`src/rtl/song_pkg.sv`:
```
// Shared definitions for the song order-list sequencer.
//   - state_e     : sequencer FSM states
//   - field bit positions of an order ROM entry
//   - NOTE_W      : width of the note-sequencer address / length fields
package song_pkg;

  localparam int NOTE_W   = 5;
  localparam int END_BIT  = 15;
  localparam int LEN_MSB  = 9;
  localparam int LEN_LSB  = 5;
  localparam int ADDR_MSB = 4;
  localparam int ADDR_LSB = 0;

  typedef enum logic [2:0] {
    S_IDLE   = 3'd0,
    S_FETCH  = 3'd1,
    S_WAIT   = 3'd2,
    S_DECODE = 3'd3,
    S_ISSUE  = 3'd4,
    S_PLAY   = 3'd5
  } state_e;

endpackage

```
`src/rtl/song_order_decode.sv`:
```
// Combinational split of one order ROM entry.
// Ports:
//   data_i   [15:0]        raw order ROM word
//   end_o                  END flag (entry is a loop/terminator marker)
//   len_o    [NOTE_W-1:0]  pattern length (0 means 32)
//   addr_o   [NOTE_W-1:0]  pattern start address
//   target_o [ORDER_AW-1:0] loop target index (meaningful only for END)
module song_order_decode
  import song_pkg::*;
#(
  parameter int ORDER_AW = 4
) (
  input  logic [15:0]         data_i,
  output logic                end_o,
  output logic [NOTE_W-1:0]   len_o,
  output logic [NOTE_W-1:0]   addr_o,
  output logic [ORDER_AW-1:0] target_o
);

  assign end_o    = data_i[END_BIT];
  assign len_o    = data_i[LEN_MSB:LEN_LSB];
  assign addr_o   = data_i[ADDR_MSB:ADDR_LSB];
  assign target_o = data_i[ORDER_AW-1:0];

  // Bits 14:10 carry no meaning in a normal entry.
  logic unused_bits;
  assign unused_bits = ^data_i[14:10];

endmodule

```
`src/rtl/song_sequencer.sv`:
```
// Order-list sequencer driving the pattern-load side of note_sequencer.
// Walks a synchronous order ROM; for each pattern entry it pulses a load
// of (addr, len) and then counts shared note strobes until the pattern is
// exhausted, then fetches the next entry.
//
// Build option: SONG_SEQUENCER_LOOP_EN
//   defined   - an END entry jumps to its target index (song loops forever)
//   undefined - an END entry returns to IDLE
//
// Ports:
//   i_clk, i_rst           clock, async active-high reset
//   i_start, i_stop        playback control pulses (stop wins)
//   i_note_stb             note tick shared with note_sequencer
//   o_order_addr           order ROM address
//   i_order_data           order ROM data (1 cycle latency)
//   o_new_addr/len/valid   pattern load to note_sequencer
//   o_playing              high whenever not IDLE
//   o_error                sticky END-to-END error
//
// state  | meaning
// IDLE   | stopped, waiting for i_start
// FETCH  | order ROM address presented
// WAIT   | ROM read latency
// DECODE | entry inspected: load, loop/end, or error
// ISSUE  | one-cycle load pulse to note_sequencer
// PLAY   | counting note strobes through the pattern
module song_sequencer
  import song_pkg::*;
#(
  parameter int ORDER_AW = 4
) (
  input  logic                i_clk,
  input  logic                i_rst,
  input  logic                i_start,
  input  logic                i_stop,
  input  logic                i_note_stb,
  output logic [ORDER_AW-1:0] o_order_addr,
  input  logic [15:0]         i_order_data,
  output logic [NOTE_W-1:0]   o_new_addr,
  output logic [NOTE_W-1:0]   o_new_pattern_len,
  output logic                o_new_addr_valid,
  output logic                o_playing,
  output logic                o_error
);

  state_e              state_q, state_d;
  logic [ORDER_AW-1:0] index_q, index_d;
  logic [NOTE_W-1:0]   cnt_q, cnt_d;
  logic [NOTE_W-1:0]   addr_q, addr_d;
  logic [NOTE_W-1:0]   len_q, len_d;
  logic                seen_q, seen_d;
  logic                err_q, err_d;

  logic                dec_end;
  logic [NOTE_W-1:0]   dec_len;
  logic [NOTE_W-1:0]   dec_addr;
  logic [ORDER_AW-1:0] dec_target;
  logic [NOTE_W-1:0]   last_note;

  song_order_decode #(.ORDER_AW(ORDER_AW)) u_decode (
    .data_i   (i_order_data),
    .end_o    (dec_end),
    .len_o    (dec_len),
    .addr_o   (dec_addr),
    .target_o (dec_target)
  );

  // Wraps to 31 for len 0, so a zero length plays 32 notes.
  assign last_note = len_q - NOTE_W'(1);

`ifndef SONG_SEQUENCER_LOOP_EN
  logic unused_target;
  assign unused_target = ^dec_target;
`endif

  always_comb begin
    state_d = state_q;
    index_d = index_q;
    cnt_d   = cnt_q;
    addr_d  = addr_q;
    len_d   = len_q;
    seen_d  = seen_q;
    err_d   = err_q;

    if (i_stop) begin
      state_d = S_IDLE;
      index_d = '0;
      cnt_d   = '0;
      seen_d  = 1'b0;
    end else begin
      case (state_q)
        S_IDLE: begin
          if (i_start) begin
            state_d = S_FETCH;
            index_d = '0;
            err_d   = 1'b0;
          end
        end
        S_FETCH:  state_d = S_WAIT;
        S_WAIT:   state_d = S_DECODE;
        S_DECODE: begin
          if (!dec_end) begin
            addr_d  = dec_addr;
            len_d   = dec_len;
            seen_d  = 1'b0;
            state_d = S_ISSUE;
          end else if (seen_q) begin
            // Two END entries with no pattern between: the song is empty.
            err_d   = 1'b1;
            state_d = S_IDLE;
          end else begin
            seen_d  = 1'b1;
`ifdef SONG_SEQUENCER_LOOP_EN
            index_d = dec_target;
            state_d = S_FETCH;
`else
            state_d = S_IDLE;
`endif
          end
        end
        S_ISSUE: begin
          cnt_d   = '0;
          state_d = S_PLAY;
        end
        S_PLAY: begin
          if (i_note_stb) begin
            cnt_d = cnt_q + NOTE_W'(1);
            if (cnt_q == last_note) begin
              index_d = index_q + ORDER_AW'(1);
              state_d = S_FETCH;
            end
          end
        end
        default: state_d = S_IDLE;
      endcase
    end
  end

  always_ff @(posedge i_clk or posedge i_rst) begin
    if (i_rst) begin
      state_q <= S_IDLE;
      index_q <= '0;
      cnt_q   <= '0;
      addr_q  <= '0;
      len_q   <= '0;
      seen_q  <= 1'b0;
      err_q   <= 1'b0;
    end else begin
      state_q <= state_d;
      index_q <= index_d;
      cnt_q   <= cnt_d;
      addr_q  <= addr_d;
      len_q   <= len_d;
      seen_q  <= seen_d;
      err_q   <= err_d;
    end
  end

  assign o_order_addr      = index_q;
  assign o_new_addr        = addr_q;
  assign o_new_pattern_len = len_q;
  assign o_new_addr_valid  = (state_q == S_ISSUE);
  assign o_playing         = (state_q != S_IDLE);
  assign o_error           = err_q;

endmodule

```
`config.mk`:
```
export PLATFORM = sky130hd
export DESIGN_NAME = song_sequencer
export DESIGN_NICKNAME = d
export VERILOG_FILES = /design/src/rtl/song_pkg.sv /design/src/rtl/song_order_decode.sv /design/src/rtl/song_sequencer.sv
export SDC_FILE = /design/constraint.sdc
export NUM_CORES = 1
export LEC_CHECK = 0
export BUFFER_PORTS_ARGS = -buffer_cell sky130_fd_sc_hd__buf_2
export CORE_MARGIN = 5
export CORE_UTILIZATION = 45
export DETAILED_ROUTE_END_ITERATION = 16
export HOLD_SLACK_MARGIN = 0.1
export PLACE_DENSITY = 0.71
export SLEW_MARGIN = 20
export SYNTH_ARGS = -nofsm -noshare
export SYNTH_HDL_FRONTEND = slang
export SYNTH_HIERARCHICAL = 1
export SYNTH_SLANG_ARGS = --single-unit
```
`constraint.sdc`:
```
create_clock -name i_clk -period 2.25 [get_ports i_clk]
set_input_delay 0.225 -clock i_clk [delete_from_list [all_inputs] [get_ports i_clk]]
set_output_delay 0.225 -clock i_clk [all_outputs]
set_load 0.05 [all_outputs]
```
== Yosys cells after proc, flatten, opt, wreduce, memory -nomap -nowiden ==
Index checks and enable logic that the tools add are counted.
Operators by class
  add/subtract/negate cells: 3
  equal/unequal tests: 12
  mux-type cells: 21
  bitwise gates (word level): 2
  reduce and logical (&&, ||, !) cells: 11
Operator list (count)
  3-bit one-hot mux with 6 select lines: 1
  4-bit two-way mux: 4
  3-bit two-way mux: 5
  5-bit two-way mux: 2
  5-bit one-hot mux with 2 select lines: 1
  3-bit != test (second input constant): 3
  3-bit nonzero test: 3
  4-bit one-hot mux with 2 select lines: 1
  3-bit by 2-bit == test with 1-bit output (second input constant): 2
  3-bit == test (second input constant): 2
  1-bit two-way mux: 6
  2-bit != test (second input constant): 3
  3-bit AND reduction: 2
  5-bit by 1-bit adder with 5-bit output (second input constant): 1
  5-bit == test: 1
  5-bit AND reduction: 1
  5-bit by 1-bit subtractor with 5-bit output (second input constant): 1
  4-bit by 1-bit adder with 4-bit output (second input constant): 1
  4-bit AND reduction: 1
  2-bit nonzero test: 2
  3-bit by 1-bit == test with 1-bit output (second input constant): 1
  3-bit zero test: 1
  1-bit inverter: 2
  1-bit one-hot mux with 2 select lines: 1
  2-bit AND reduction: 1
Word-level totals
  register bits: 24
  bits of input ports: 21
  output and inout bits: 17
  logic and storage cells: 56

== Depth between registers and ports, before layout ==
  depth after elaboration: 6
  depth in mapped cells: 7
  gate-level depth less buffers: 7

== Hierarchy ==
The synthesis kept the hierarchy.
Modules (own cells, without submodules)
  song_sequencer: instances 1, cells an instance 122, area an instance 1256.2 um2, seq. area each 600.6 um2
  song_order_decode: instances 1, cells an instance 15, area an instance 112.6 um2, seq. area each 0.0 um2

== Worst setup path after synthesis ==
No wires, ideal clock.
  path kind: reg-to-reg
  from: register len_q[0] (netlist: o_new_pattern_len[0])
  to: register index_q[3] (netlist: o_order_addr[3])
  setup time: 0.069 ns
  arrival time: 2.007 ns
  required time: 2.181 ns
  slack: 0.174 ns
  stages on the path, launching flop included: 8
  path buffers: 0
  period minus slack after synthesis: 2.076 ns
  path through: dfrtp_1 > inv_1 > ha_1 > nor3b_1 > xnor2_1 > nand4_1 > or4_1 > nand3_1
Between the ends
  word-level cells in the longest chain between the ends: 4
Ends and longest elaborated chain
  start, declared: RTL line song_sequencer.sv:50  | logic [NOTE_W-1:0] len_q, len_d;
  start signal, assigned: RTL line song_sequencer.sv:153  | len_q <= len_d;
  5-bit by 1-bit subtractor with 5-bit output: RTL line song_sequencer.sv:69  | assign last_note = len_q - NOTE_W'(1);
  5-bit == test: RTL line song_sequencer.sv:128  | if (cnt_q == last_note) begin
  3-bit != test (no line)
  4-bit AND reduction (no line)
  end signal, assigned: RTL line song_sequencer.sv:150  | index_q <= index_d;
  end, declared: RTL line song_sequencer.sv:47  | logic [ORDER_AW-1:0] index_q, index_d;
Every way passes these cells.
A chain may end at the register's enable or synchronous reset.

== Worst setup path after layout ==
  from: register len_q[0] (netlist: o_new_pattern_len[0])
  to: register index_q[2] (netlist: o_order_addr[2])
Same word-level chain as after synthesis.

==> results.json <==
{
  "drt_wl_total_um": 2450,
  "htreeDepth": 1,
  "track_usage_pct": 13.1,
  "tightest_slew_ns": 0.900,
  "grt_max_degree": 25,
  "holdBufCountCts": 0,
  "die_width_um": 64.5,
  "dp_hpwl_um": 1860,
  "design_area_um2": 1460,
  "gp_congestion": 0.770,
  "via_count": 980,
  "die-area_um2": 4170,
  "setup_viol": 0,
  "crit_arrival_ns": 2.21,
  "routedWlPerCell_um": 13.3,
  "crit_fanout": 8,
  "coreArea_um2": 2810,
  "cts.reportedPaths.clkPinSlew_ns": 0.12,
  "clockBufferDepth": 2,
  "cts.sinks": 24,
  "dr.pass1.iters": 4,
  "slew_headroom_pct": 39.9,
  "synthCells": 133,
  "min_period_over_period_pct": 87.0,
  "num_rows": 19,
  "p_per_area_nw_per_um2": 893,
  "hold_path_class": "in -> async",
  "cp-end-kind": "flop",
  "initial_core_util_pct": 47.7,
  "fin_crit_ns": 1.96,
  "crit_chain": "inv_1, ha_1, nor3b_1, xnor2_1, nand4_1, or4_1, nand3_1",
  "cts_setup_buffers": 0,
  "antenna_found_initial": 0,
  "crit_type": "reg -> reg",
  "timing.final.ws_setup_ns": 0.292,
  "grt_overflow": 0,
  "leakagePower_nw": 0.729,
  "ant_nets": 0,
  "drt_iter0_markers": 52,
  "diodes": 0,
  "grt_pass1_wl_um": 4320,
  "post_cts_resize_count": 0,
  "ir_worst_vdd_uv": 580,
  "area.growth.synth_to_final_pct": 8.69,
  "max_freq_mhz": 511,
  "placed_area_um2": 1430,
  "fillers": 271,
  "io_buffer_count": 32,
  "io_pins": 38,
  "dpl_worst_slack_ns": 0.295,
  "critPathLaunchType": "flop",
  "hold_viol": 0,
  "routed_via_density": 5.33,
  "crit_family": "simple AND/OR/NAND/NOR gates",
  "grt_pass1_vias": 987,
  "fp.dieH_um": 64.5,
  "nNetsFinal": 179,
  "syn-num-nets": 157,
  "rsz0062_at_grt": "false",
  "synthesis.area_um2": 1340,
  "crit_slowest_cell": "or4_1",
  "syn_area_per_cell_um2": 10.1,
  "clock_latency_ns": 0.30,
  "timing.critical_path.buf_inv": 1,
  "cts_tree": "done",
  "yosys_warnings": 6,
  "cts_buffers": 3,
  "cp_data_required_time_ns": 2.50,
  "drive_gt1_share_pct": 32.0,
  "max_cap_violations": 0,
  "status": "completed",
  "fin_setup_tns_ns": 0,
  "worst_path_largest_cell_delay_ns": 0.49,
  "worst_clock_skew_ns": 0.00306,
  "cts-root-buf": "clkbuf_4",
  "drc": 0,
  "slew_viol_final": 0
}
-- layer usage --
| metal | global-route usage (%) | part of all wire, % |
|---|---|---|
| met3 | 2.42 | 4.2 |
| met5 | 0 | 0 |
| met1 | 16.4 | 46 |
| met4 | 5.80 | 0.90 |
| met2 | 22.0 | 49 |
-- worst paths after layout --
path | slack (ns) | endpoint | depth (start not counted) | start
worst max-delay path | 0.29 | o_order_addr[2] | 7 | o_new_pattern_len[0]
worst min-delay path | 0.09 | seen_q | 2 | i_rst
worst max register to register | 0.29 | o_order_addr[2] | 7 | o_new_pattern_len[0]
worst min register to register | 0.52 | o_new_addr[0] | 1 | o_new_addr[0]
max in group asynchronous | 1.61 | o_new_pattern_len[1] | 2 | i_rst
min in group i_clk | 0.11 | o_new_pattern_len[0] | 3 | i_order_data[5]
-- per-stage QoR --
step	hold slack (ns)	std cells	util (%)	power [mW]
2_1_floorplan	0.240	133	-	1.02
3_3_place_gp	0.431	181	51.1	1.12
3_5_place_dp	0.434	181	51.1	1.13
4_1_cts	0.102	184	51.9	1.32
5_1_grt	0.116	184	51.9	1.39
6_report	0.0910	184	51.9	1.30
-- final cells by class --
type                    instances  area (um^2)  share of cell area, %
flip-flops and latches         24          601                   41.3
multi-input cells              85          596                   40.9
repair buffers                 33          168                   11.5
well taps                      31         38.8                   2.67
inverters                       8         30.0                   2.06
clock buffers                   3         22.5                   1.55
-- registers in the layout, indices dropped and copies added (netlist names) --
register and flops:
cnt_q 5, o_new_pattern_len 5, state_q 3, o_new_addr 5, o_error 1, o_order_addr 4, seen_q 1
-- cells in the final DEF, fill, tap and decap left out, types with 2 or more instances in the layout --
| cell type | count |
|---|---|
| dfrtp_1 | 24 |
| a21oi_1 | 4 |
| nor2_1 | 7 |
| ha_1 | 3 |
| buf_2 | 32 |
| mux2_2 | 8 |
| clkbuf_4 | 3 |
| nand2_1 | 8 |
| o31ai_1 | 2 |
| o21ai_0 | 9 |
| nor3_1 | 4 |
| or4_1 | 2 |
| xor2_1 | 5 |
| xnor2_1 | 6 |
| or3_1 | 2 |
| nand3_1 | 5 |
| o211ai_1 | 3 |
| nand4_1 | 3 |
| inv_1 | 8 |
-- report_power, final --
group / leakage [nW] / switching [mW] / internal [mW] / total (mW)
clock: 0.0138 / 0.121 / 0.0625 / 0.183
combinational: 0.396 / 0.382 / 0.177 / 0.559
sequential: 0.319 / 0.0598 / 0.498 / 0.558
No activity file was read; power rests on OpenSTA's default activity.
